File: src/rtl/jt51_acc_mix_if.sv
// Operator-sample input and stereo-output bundle for the jt51 output accumulator.
interface jt51_acc_mix_if #(
  parameter int unsigned OUT_W = 16
);
  logic                    cen;
  logic                    zero;
  logic signed [13:0]      op_in;
  logic        [2:0]       con;
  logic        [1:0]       rl;
  logic signed [OUT_W-1:0] left;
  logic signed [OUT_W-1:0] right;
  logic                    sample;

  modport master (
    output cen, zero, op_in, con, rl,
    input  left, right, sample
  );

  modport slave (
    input  cen, zero, op_in, con, rl,
    output left, right, sample
  );
endinterface

File: src/rtl/jt51_acc_mix.sv
// Output accumulator: picks carrier operators per channel, sums them in an 8-deep
// circular buffer, routes channel sums to L/R and emits saturated stereo once per frame.
module jt51_acc_mix #(
  parameter int unsigned OUT_W = 16
) (
  input logic             clk,
  input logic             rst_n,
  jt51_acc_mix_if.slave   bus
);

  localparam logic signed [18:0] SatMax = 19'((1 << (OUT_W - 1)) - 1);
  localparam logic signed [18:0] SatMin = -SatMax - 19'sd1;

  logic        [4:0]       cnt_q, cnt_d;
  logic signed [15:0]      buf_q [8];
  logic signed [18:0]      acc_l_q, acc_l_d;
  logic signed [18:0]      acc_r_q, acc_r_d;
  logic signed [OUT_W-1:0] left_q, left_d;
  logic signed [OUT_W-1:0] right_q, right_d;
  logic                    sample_q, sample_d;

  logic        [4:0]       slot;
  logic        [1:0]       grp;
  logic                    is_car;
  logic signed [15:0]      v;
  logic signed [15:0]      cs;
  logic signed [15:0]      push;
  logic signed [18:0]      sum_l, sum_r;

  function automatic logic signed [OUT_W-1:0] sat(input logic signed [18:0] x);
    if (x > SatMax) return SatMax[OUT_W-1:0];
    if (x < SatMin) return SatMin[OUT_W-1:0];
    return x[OUT_W-1:0];
  endfunction

  // Slot decode, carrier selection, channel-sum update and frame-end next state.
  always_comb begin
    slot = bus.zero ? 5'd0 : cnt_q;
    grp  = slot[4:3];
    cnt_d = bus.zero ? 5'd1 : cnt_q + 5'd1;

    unique case (grp)
      2'd0:    is_car = (bus.con == 3'd7);
      2'd1:    is_car = (bus.con >= 3'd5);
      2'd2:    is_car = (bus.con >= 3'd4);
      default: is_car = 1'b1;
    endcase

    v  = is_car ? {{2{bus.op_in[13]}}, bus.op_in} : 16'sd0;
    cs = buf_q[0] + v;

    unique case (grp)
      2'd0:    push = v;
      2'd1,
      2'd2:    push = cs;
      default: push = 16'sd0;
    endcase

    sum_l = acc_l_q;
    sum_r = acc_r_q;
    if (grp == 2'd3) begin
      if (bus.rl[0]) sum_l = acc_l_q + {{3{cs[15]}}, cs};
      if (bus.rl[1]) sum_r = acc_r_q + {{3{cs[15]}}, cs};
    end

    left_d   = left_q;
    right_d  = right_q;
    sample_d = 1'b0;
    acc_l_d  = sum_l;
    acc_r_d  = sum_r;
    if (slot == 5'd31) begin
      left_d   = sat(sum_l);
      right_d  = sat(sum_r);
      sample_d = 1'b1;
      acc_l_d  = 19'sd0;
      acc_r_d  = 19'sd0;
    end
  end

  // All state advances on cen; the buffer shifts every slot so an entry returns 8 slots later.
  always_ff @(posedge clk or negedge rst_n) begin
    if (!rst_n) begin
      cnt_q    <= 5'd0;
      acc_l_q  <= 19'sd0;
      acc_r_q  <= 19'sd0;
      left_q   <= '0;
      right_q  <= '0;
      sample_q <= 1'b0;
      for (int i = 0; i < 8; i++) buf_q[i] <= 16'sd0;
    end else if (bus.cen) begin
      cnt_q    <= cnt_d;
      acc_l_q  <= acc_l_d;
      acc_r_q  <= acc_r_d;
      left_q   <= left_d;
      right_q  <= right_d;
      sample_q <= sample_d;
      for (int i = 0; i < 7; i++) buf_q[i] <= buf_q[i+1];
      buf_q[7] <= push;
    end
  end

  assign bus.left   = left_q;
  assign bus.right  = right_q;
  assign bus.sample = sample_q;

endmodule

File: src/flat_wrapper.sv
// flat-port wrapper written by rule: the top's interface ports become plain ports
module jt51_acc_mix_flat 
#(
  parameter int unsigned OUT_W = 16
)
  (clk, rst_n, bus_cen, bus_zero, bus_op_in, bus_con, bus_rl, bus_left, bus_right, bus_sample);
  jt51_acc_mix_if #(.OUT_W(OUT_W)) bus_i ();
  input logic clk;
  input logic rst_n;
  input wire logic [$bits(bus_i.cen)-1:0] bus_cen;
  input wire logic [$bits(bus_i.zero)-1:0] bus_zero;
  input wire logic [$bits(bus_i.op_in)-1:0] bus_op_in;
  input wire logic [$bits(bus_i.con)-1:0] bus_con;
  input wire logic [$bits(bus_i.rl)-1:0] bus_rl;
  output wire logic [$bits(bus_i.left)-1:0] bus_left;
  output wire logic [$bits(bus_i.right)-1:0] bus_right;
  output wire logic [$bits(bus_i.sample)-1:0] bus_sample;
  assign bus_i.cen = bus_cen;
  assign bus_i.zero = bus_zero;
  assign bus_i.op_in = bus_op_in;
  assign bus_i.con = bus_con;
  assign bus_i.rl = bus_rl;
  assign bus_left = bus_i.left;
  assign bus_right = bus_i.right;
  assign bus_sample = bus_i.sample;
  jt51_acc_mix #(.OUT_W(OUT_W)) u_core (.clk(clk), .rst_n(rst_n), .bus(bus_i));
endmodule
File: config.mk
export PLATFORM = sky130hd
export DESIGN_NAME = jt51_acc_mix_flat
export DESIGN_NICKNAME = d
export VERILOG_FILES = /design/src/rtl/jt51_acc_mix_if.sv /design/src/rtl/jt51_acc_mix.sv /design/src/flat_wrapper.sv
export SDC_FILE = /design/constraint.sdc
export NUM_CORES = 1
export LEC_CHECK = 0
export BUFFER_PORTS_ARGS = -buffer_cell sky130_fd_sc_hd__buf_2
export CORE_AREA = 3 3 207 128
export DETAILED_ROUTE_END_ITERATION = 8
export DIE_AREA = 0 0 210 131
export REMOVE_ABC_BUFFERS = 1
export SLEW_MARGIN = 40
export SYNTH_ARGS = -nofsm -noshare
export SYNTH_HDL_FRONTEND = slang
export SYNTH_SLANG_ARGS = --single-unit
File: constraint.sdc
create_clock -name clk -period 9.1 [get_ports clk]
set_clock_uncertainty 0.1 [all_clocks]
set_input_delay 0.455 -clock clk [delete_from_list [all_inputs] [get_ports clk]]
set_output_delay 0.455 -clock clk [all_outputs]
set_load 0.01 [all_outputs]
======== Word-level counts from Yosys, hierarchy flattened ========
Index checks and enable logic that the tools add are counted.
operators by class
  add/subtract/negate cells ............... 4
  magnitude comparators ................... 6
  equality and inequality tests ........... 5
  multiplexer cells ....................... 30
  reduce and logical (&&, ||, !) cells .... 3
operators by type and width
  kind                    number
  $mux W16                9
  $mux W19                6
  $add A19 B19 Y19        2
  $gt A19 B16 Y1 const B  2
  $lt A19 B16 Y1 const B  2
  $pmux W16 S2            1
  $add A16 B16 Y16        1
  $mux W1                 11
  $mux W5                 2
  $ge A3 B3 Y1 const B    2
  $add A5 B1 Y5 const B   1
  $eq A5 B5 Y1 const B    1
  $eq A2 B2 Y1 const B    2
  $eq A3 B3 Y1 const B    1
  $pmux W1 S3             1
  $eq A2 B1 Y1 const B    1
  $logic_not A2 Y1        1
  $reduce_and A2 Y1       1
  $reduce_or A2 Y1        1
word-level totals
  register bits ........................... 204
  output and inout port bits .............. 33

======== Logic depth before layout (Yosys ltp) ========
  word-level depth ........................ 15
  gate-level depth with buffers ........... 35

======== Least setup slack after synthesis ========
OpenSTA, ideal clock, no wires.
  kind .................................... input -> register
  from .................................... input port bus_zero
  to ...................................... register u_core.right_q[10], in the netlist u_core.bus.right[10]
  library setup time ...................... 77 ps
  arrival ................................. 6780 ps
  path slack .............................. 2142 ps
  cell stages on the path ................. 32
  buffers on the path ..................... 3
  cells stage by stage .................... nand2b_1 -> inv_1 -> ha_1 -> a211oi_2 -> o22ai_1 -> clkbuf_1 -> clkbuf_1 -> and2_1 -> ha_1 -> inv_1 -> fa_1 -> nor2b_1 -> o21ai_0 -> nand2_1 -> maj3_1 -> a311o_1 -> o211ai_1 -> o21ai_0 -> nor2_1 -> o21bai_1 -> xor2_1 -> ha_1 -> nand3_1 -> or3_1 -> or3_1 -> and3_1 -> or4_1 -> a311o_1 -> o2111ai_1 -> buf_2 -> nand2_1 -> a21oi_1
on the way
  cells in the longest elaborated chain, start to end .. 14
  elaborated cells between the ends (all ways) .. 23
  those cells by class .................... add/sub (2); order compare (2); eq/ne (4); mux (13); reduce/logical (2)
ends and longest elaborated chain
  what                                        line                text
  start: declaration                          flat_wrapper.sv:11  input wire logic [$bits(bus_i.zero)-1:0] bus_zero;
  $mux W5 *                                   jt51_acc_mix.sv:38  slot = bus.zero ? 5'd0 : cnt_q;
  $eq A2 B2 Y1, or another cell as far along  jt51_acc_mix.sv:42  unique case (grp)
  $pmux W1 S3                                 jt51_acc_mix.sv:42
  $mux W16                                    jt51_acc_mix.sv:49  v = is_car ? {{2{bus.op_in[13]}}, bus.op_in} : 16'sd0;
  $add A16 B16 Y16                            jt51_acc_mix.sv:50  cs = buf_q[0] + v;
  $add A19 B19 Y19                            jt51_acc_mix.sv:63  if (bus.rl[1]) sum_r = acc_r_q + {{3{cs[15]}}, cs};
  $mux W19                                    jt51_acc_mix.sv:63
  $mux W19                                    jt51_acc_mix.sv:61  if (grp == 2'd3) begin
  $lt A19 B16 Y1                              jt51_acc_mix.sv:32  if (x < SatMin) return SatMin[OUT_W-1:0];
  $mux W1 (2 in a row)                        jt51_acc_mix.sv:32
  $mux W1                                     jt51_acc_mix.sv:71  if (slot == 5'd31) begin
  $mux W16                                    jt51_acc_mix.sv:33  return x[OUT_W-1:0];
  $mux W16                                    jt51_acc_mix.sv:32
  end signal: assignment                      jt51_acc_mix.sv:95  right_q <= right_d;
  end: declaration                            jt51_acc_mix.sv:19  logic signed [OUT_W-1:0] right_q, right_d;
Mark *: on every way between the ends. The rest lies on a longest branch, timed or not. The select of a mux whose other input is x is not followed.
A chain may end at the register's enable or synchronous reset.

======== Final worst setup path ========
  from .................................... register u_core.cnt_q[3]
  to ...................................... register u_core.right_q[6], in the netlist u_core.bus.right[6]
on the way
  cells in the longest elaborated chain, start to end .. 14
  elaborated cells between the ends (all ways) .. 23
  those cells by class .................... add/sub (2); order compare (2); eq/ne (4); mux (13); reduce/logical (2)
ends and longest elaborated chain
  what                                        line                text
  start: declaration                          jt51_acc_mix.sv:14  logic [4:0] cnt_q, cnt_d;
  start signal: assignment                    jt51_acc_mix.sv:91  cnt_q <= cnt_d;
  $mux W5 *                                   jt51_acc_mix.sv:38
  $eq A2 B2 Y1, or another cell as far along  jt51_acc_mix.sv:42
  $pmux W1 S3                                 jt51_acc_mix.sv:42
  $mux W16                                    jt51_acc_mix.sv:49
  $add A16 B16 Y16                            jt51_acc_mix.sv:50
  $add A19 B19 Y19                            jt51_acc_mix.sv:63
  $mux W19                                    jt51_acc_mix.sv:63
  $mux W19                                    jt51_acc_mix.sv:61
  $lt A19 B16 Y1                              jt51_acc_mix.sv:32
  $mux W1 (2 in a row)                        jt51_acc_mix.sv:32
  $mux W1                                     jt51_acc_mix.sv:71
  $mux W16                                    jt51_acc_mix.sv:33
  $mux W16                                    jt51_acc_mix.sv:32
Marks and branches as above.

==> results_dict.tcl <==
set metrics [dict create \
    highest-signal-layer "met4" \
    tightest_slew_ns 0.793 \
    cts_max_level 1 \
    netlist_top_cells_count "dfrtp_1 (204), mux2_2 (115), nand2_1 (106), o21ai_0 (82), a21oi_1 (70)" \
    dr.pass1.iters 5 \
    status "finished clean" \
    grt_pass1_vias 7786 \
    numCtsBuffers 21 \
    gr-total-overflow 0 \
    vias_per_cell 5.55 \
    cts_tree "yes" \
    synth_edf_count 0 \
    synthCells 1068 \
    coreArea_mm2 0.0249 \
    clockBufferDepth 3 \
    ff_latch_area_mm2 0.00510 \
    slew_violations 0 \
    synth_most_common_cell "dfrtp_1" \
    clkTransAtPathRegs_ns 0.06 \
    hold_viol 0 \
    setup_violations 0 \
    synth-main-ff-cell "dfrtp_1" \
    gp_congestion 0.858 \
    synth-seq-cells 204 \
    ios 56 \
    synth_top_area_share 0.461 \
    place_area_mm2 0.0117 \
    post-route-cell-area_mm2 0.0124 \
    layout-drive-gt1-share 0.210 \
    crit_required_ns 9.36 \
    cpPeakStageDelay_ns 0.59 \
    yosysSeqAreaShare 0.461 \
    wl_met1_mm 14.2 \
    antenna_found_initial 0 \
    synth.largest_area_cell "dfrtp_1" \
    cts.sinks 204 \
    ctsRootBufferMaster "clkbuf_16" \
    cp-start-kind "flop" \
    grt_usage 0.194 \
    vias 8064 \
    utilization 0.496 \
    p_leak_nw 5.94 \
    synth_warnings 0 \
    worstPathArrival_ns 8.15 \
    nets 1193 \
    critical_path_class "reg2reg" \
    ir_worst_vdd_v 0.000124 \
    die_h_um 131 \
    finalCriticalPeriod_ns 7.89 \
    p_per_area_mw_per_mm2 245 \
    dr.first_iter.drc_count 538 \
    antenna_left 0 \
    cpMostUsedCell "o21ai_0" \
    fmax_mhz 127 \
    hold_slack_ns 0.133 \
    clkLatencyLatePin_ns 0.51 \
    fin_tns_setup_ns 0 \
    ys_types 74 \
    dp_hpwl_mm 18.6 \
    grt_max_degree 80 \
    cp-end-kind "flop" \
    ys_top_cells_by_area "dfrtp_1 (46%), mux2_2 (12%), ha_1 (6.4%)" \
    start_util 0.444 \
    die_w_um 210 \
    n_antenna_cell 0 \
    wl_met3_mm 1.30 \
    dr_wl_met2_mm 10.2 \
    rsz0062_at_grt "no" \
    grt_pass1_wl_mm 42.8 \
    route.detailed.drc 0 \
    syn_to_final_growth_pct 11.8 \
    drv_cap 0 \
    power_mw 3.03 \
    worstPathMaxFanout 20 \
    syn_area_per_cell_um2 10.4 \
    avgRoutedWirePerCell_um 17.9 \
    async_reset_ff_frac 1.00 \
    fp-row-count 45 \
    worst_path_max_delay_cell "ha_1" \
    drt_wl_total_mm 26.1 \
    hold_path.class "in2reg" \
    finalCritPeriodShare 0.867 \
    slew-limit-headroom 0.467 \
    n_fill_cell 2310 \
    die_area_mm2 0.0275 \
    synth_area_mm2 0.0111 \
    multi_input_area_mm2 0.00563 \
    portBuffers 55 \
]
final timing paths:
kind | to | slack (ns) | start | depth (start not counted)
max in group asynchronous | u_core.acc_l_q[12] | 7.46 | rst_n | 3
hold reg to reg | u_core.bus.sample | 0.38 | u_core.bus.sample | 1
min in group asynchronous | u_core.bus.right[11] | 0.35 | rst_n | 2
hold / removal | u_core.cnt_q[2] | 0.13 | bus_zero | 2
setup reg to reg | u_core.bus.right[6] | 1.21 | u_core.cnt_q[3] | 31
setup / recovery | u_core.bus.right[6] | 1.21 | u_core.cnt_q[3] | 31
stage by stage:
stage	instances	setup slack [ns]
floorplan	1018	1.97
global placement	1415	1.31
detailed placement	1415	1.23
CTS	1453	1.36
global route	1453	0.447
finish	1453	1.21
sequential cells by signal, indices dropped and copies added (netlist names):
name               cells
u_core.cnt_q           5
u_core.bus.left       16
u_core.acc_r_q        19
u_core.bus.right      16
u_core.buf_q         128
u_core.bus.sample      1
u_core.acc_l_q        19
cell usage in the layout (no fill, tap or decap), types with 11 or more instances in the layout:
master	n
nor3_1	12
a21oi_1	70
o21ai_0	82
nand2_1	105
xor2_1	14
o2bb2ai_1	22
dfrtp_1	204
buf_4	11
ha_1	57
inv_1	35
a21o_1	17
and2_1	13
nand3_1	17
mux2_2	115
clkbuf_16	21
a211oi_1	11
buf_2	53
nor2_1	66
xnor2_1	26
worst max-delay path, delay by kind of cell, from the launching register on:
| family | cells | cell delay [ns] |
|---|---|---|
| compound gates | 16 | 3.60 |
| buf+inv | 4 | 0.51 |
| xor+xnor | 2 | 0.56 |
| flops | 1 | 0.42 |
| simple gates | 5 | 0.98 |
| fa+ha+maj | 4 | 1.53 |
per-layer routing:
layer	GRT usage	vias to the layer above
li1	-	3932
met1	0.308	3951
met2	0.277	154
met3	0.0329	27
met4	0.0356	0
met5	0	-
final cells by class:
type,count,share of cell area
inverters,36,0.0109
clock inverters,8,0.00617
clock buffers,29,0.0490
multi-input cells,778,0.455
well taps,329,0.0333
flip-flops and latches,204,0.413
repair buffers,69,0.0328
what timing repair did:
| item | in CTS | in global routing |
|---|---|---|
| endpoints found under the hold margin | 47 | 0 |
| gates resized for setup | 0 | 0 |
| buffers inserted | 0 | 0 |
| hold buffers | 1 | 0 |
report_power, final:
group | internal (mW) | total [mW] | leakage (nW) | switching [mW]
clock network | 0.496 | 0.859 | 0.334 | 0.363
logic | 0.406 | 0.951 | 2.85 | 0.545
registers | 1.10 | 1.22 | 2.76 | 0.124
total | 2.00 | 3.03 | 5.94 | 1.03
kinds of logic (layout without fill, tap and decap cells):
group                      Yosys count  in the layout  synth area share
muxes                              124            124             0.125
and+or+nand+nor                    260            260             0.108
xor gates and xnor gates            41             41            0.0331
DFF                                204            204             0.461
AOI/OAI and AO/OA                  292            292             0.171
adders and majority gates           61             61            0.0708
buffers and inverters               86            142            0.0306
(Power assumes the default switching activity.)
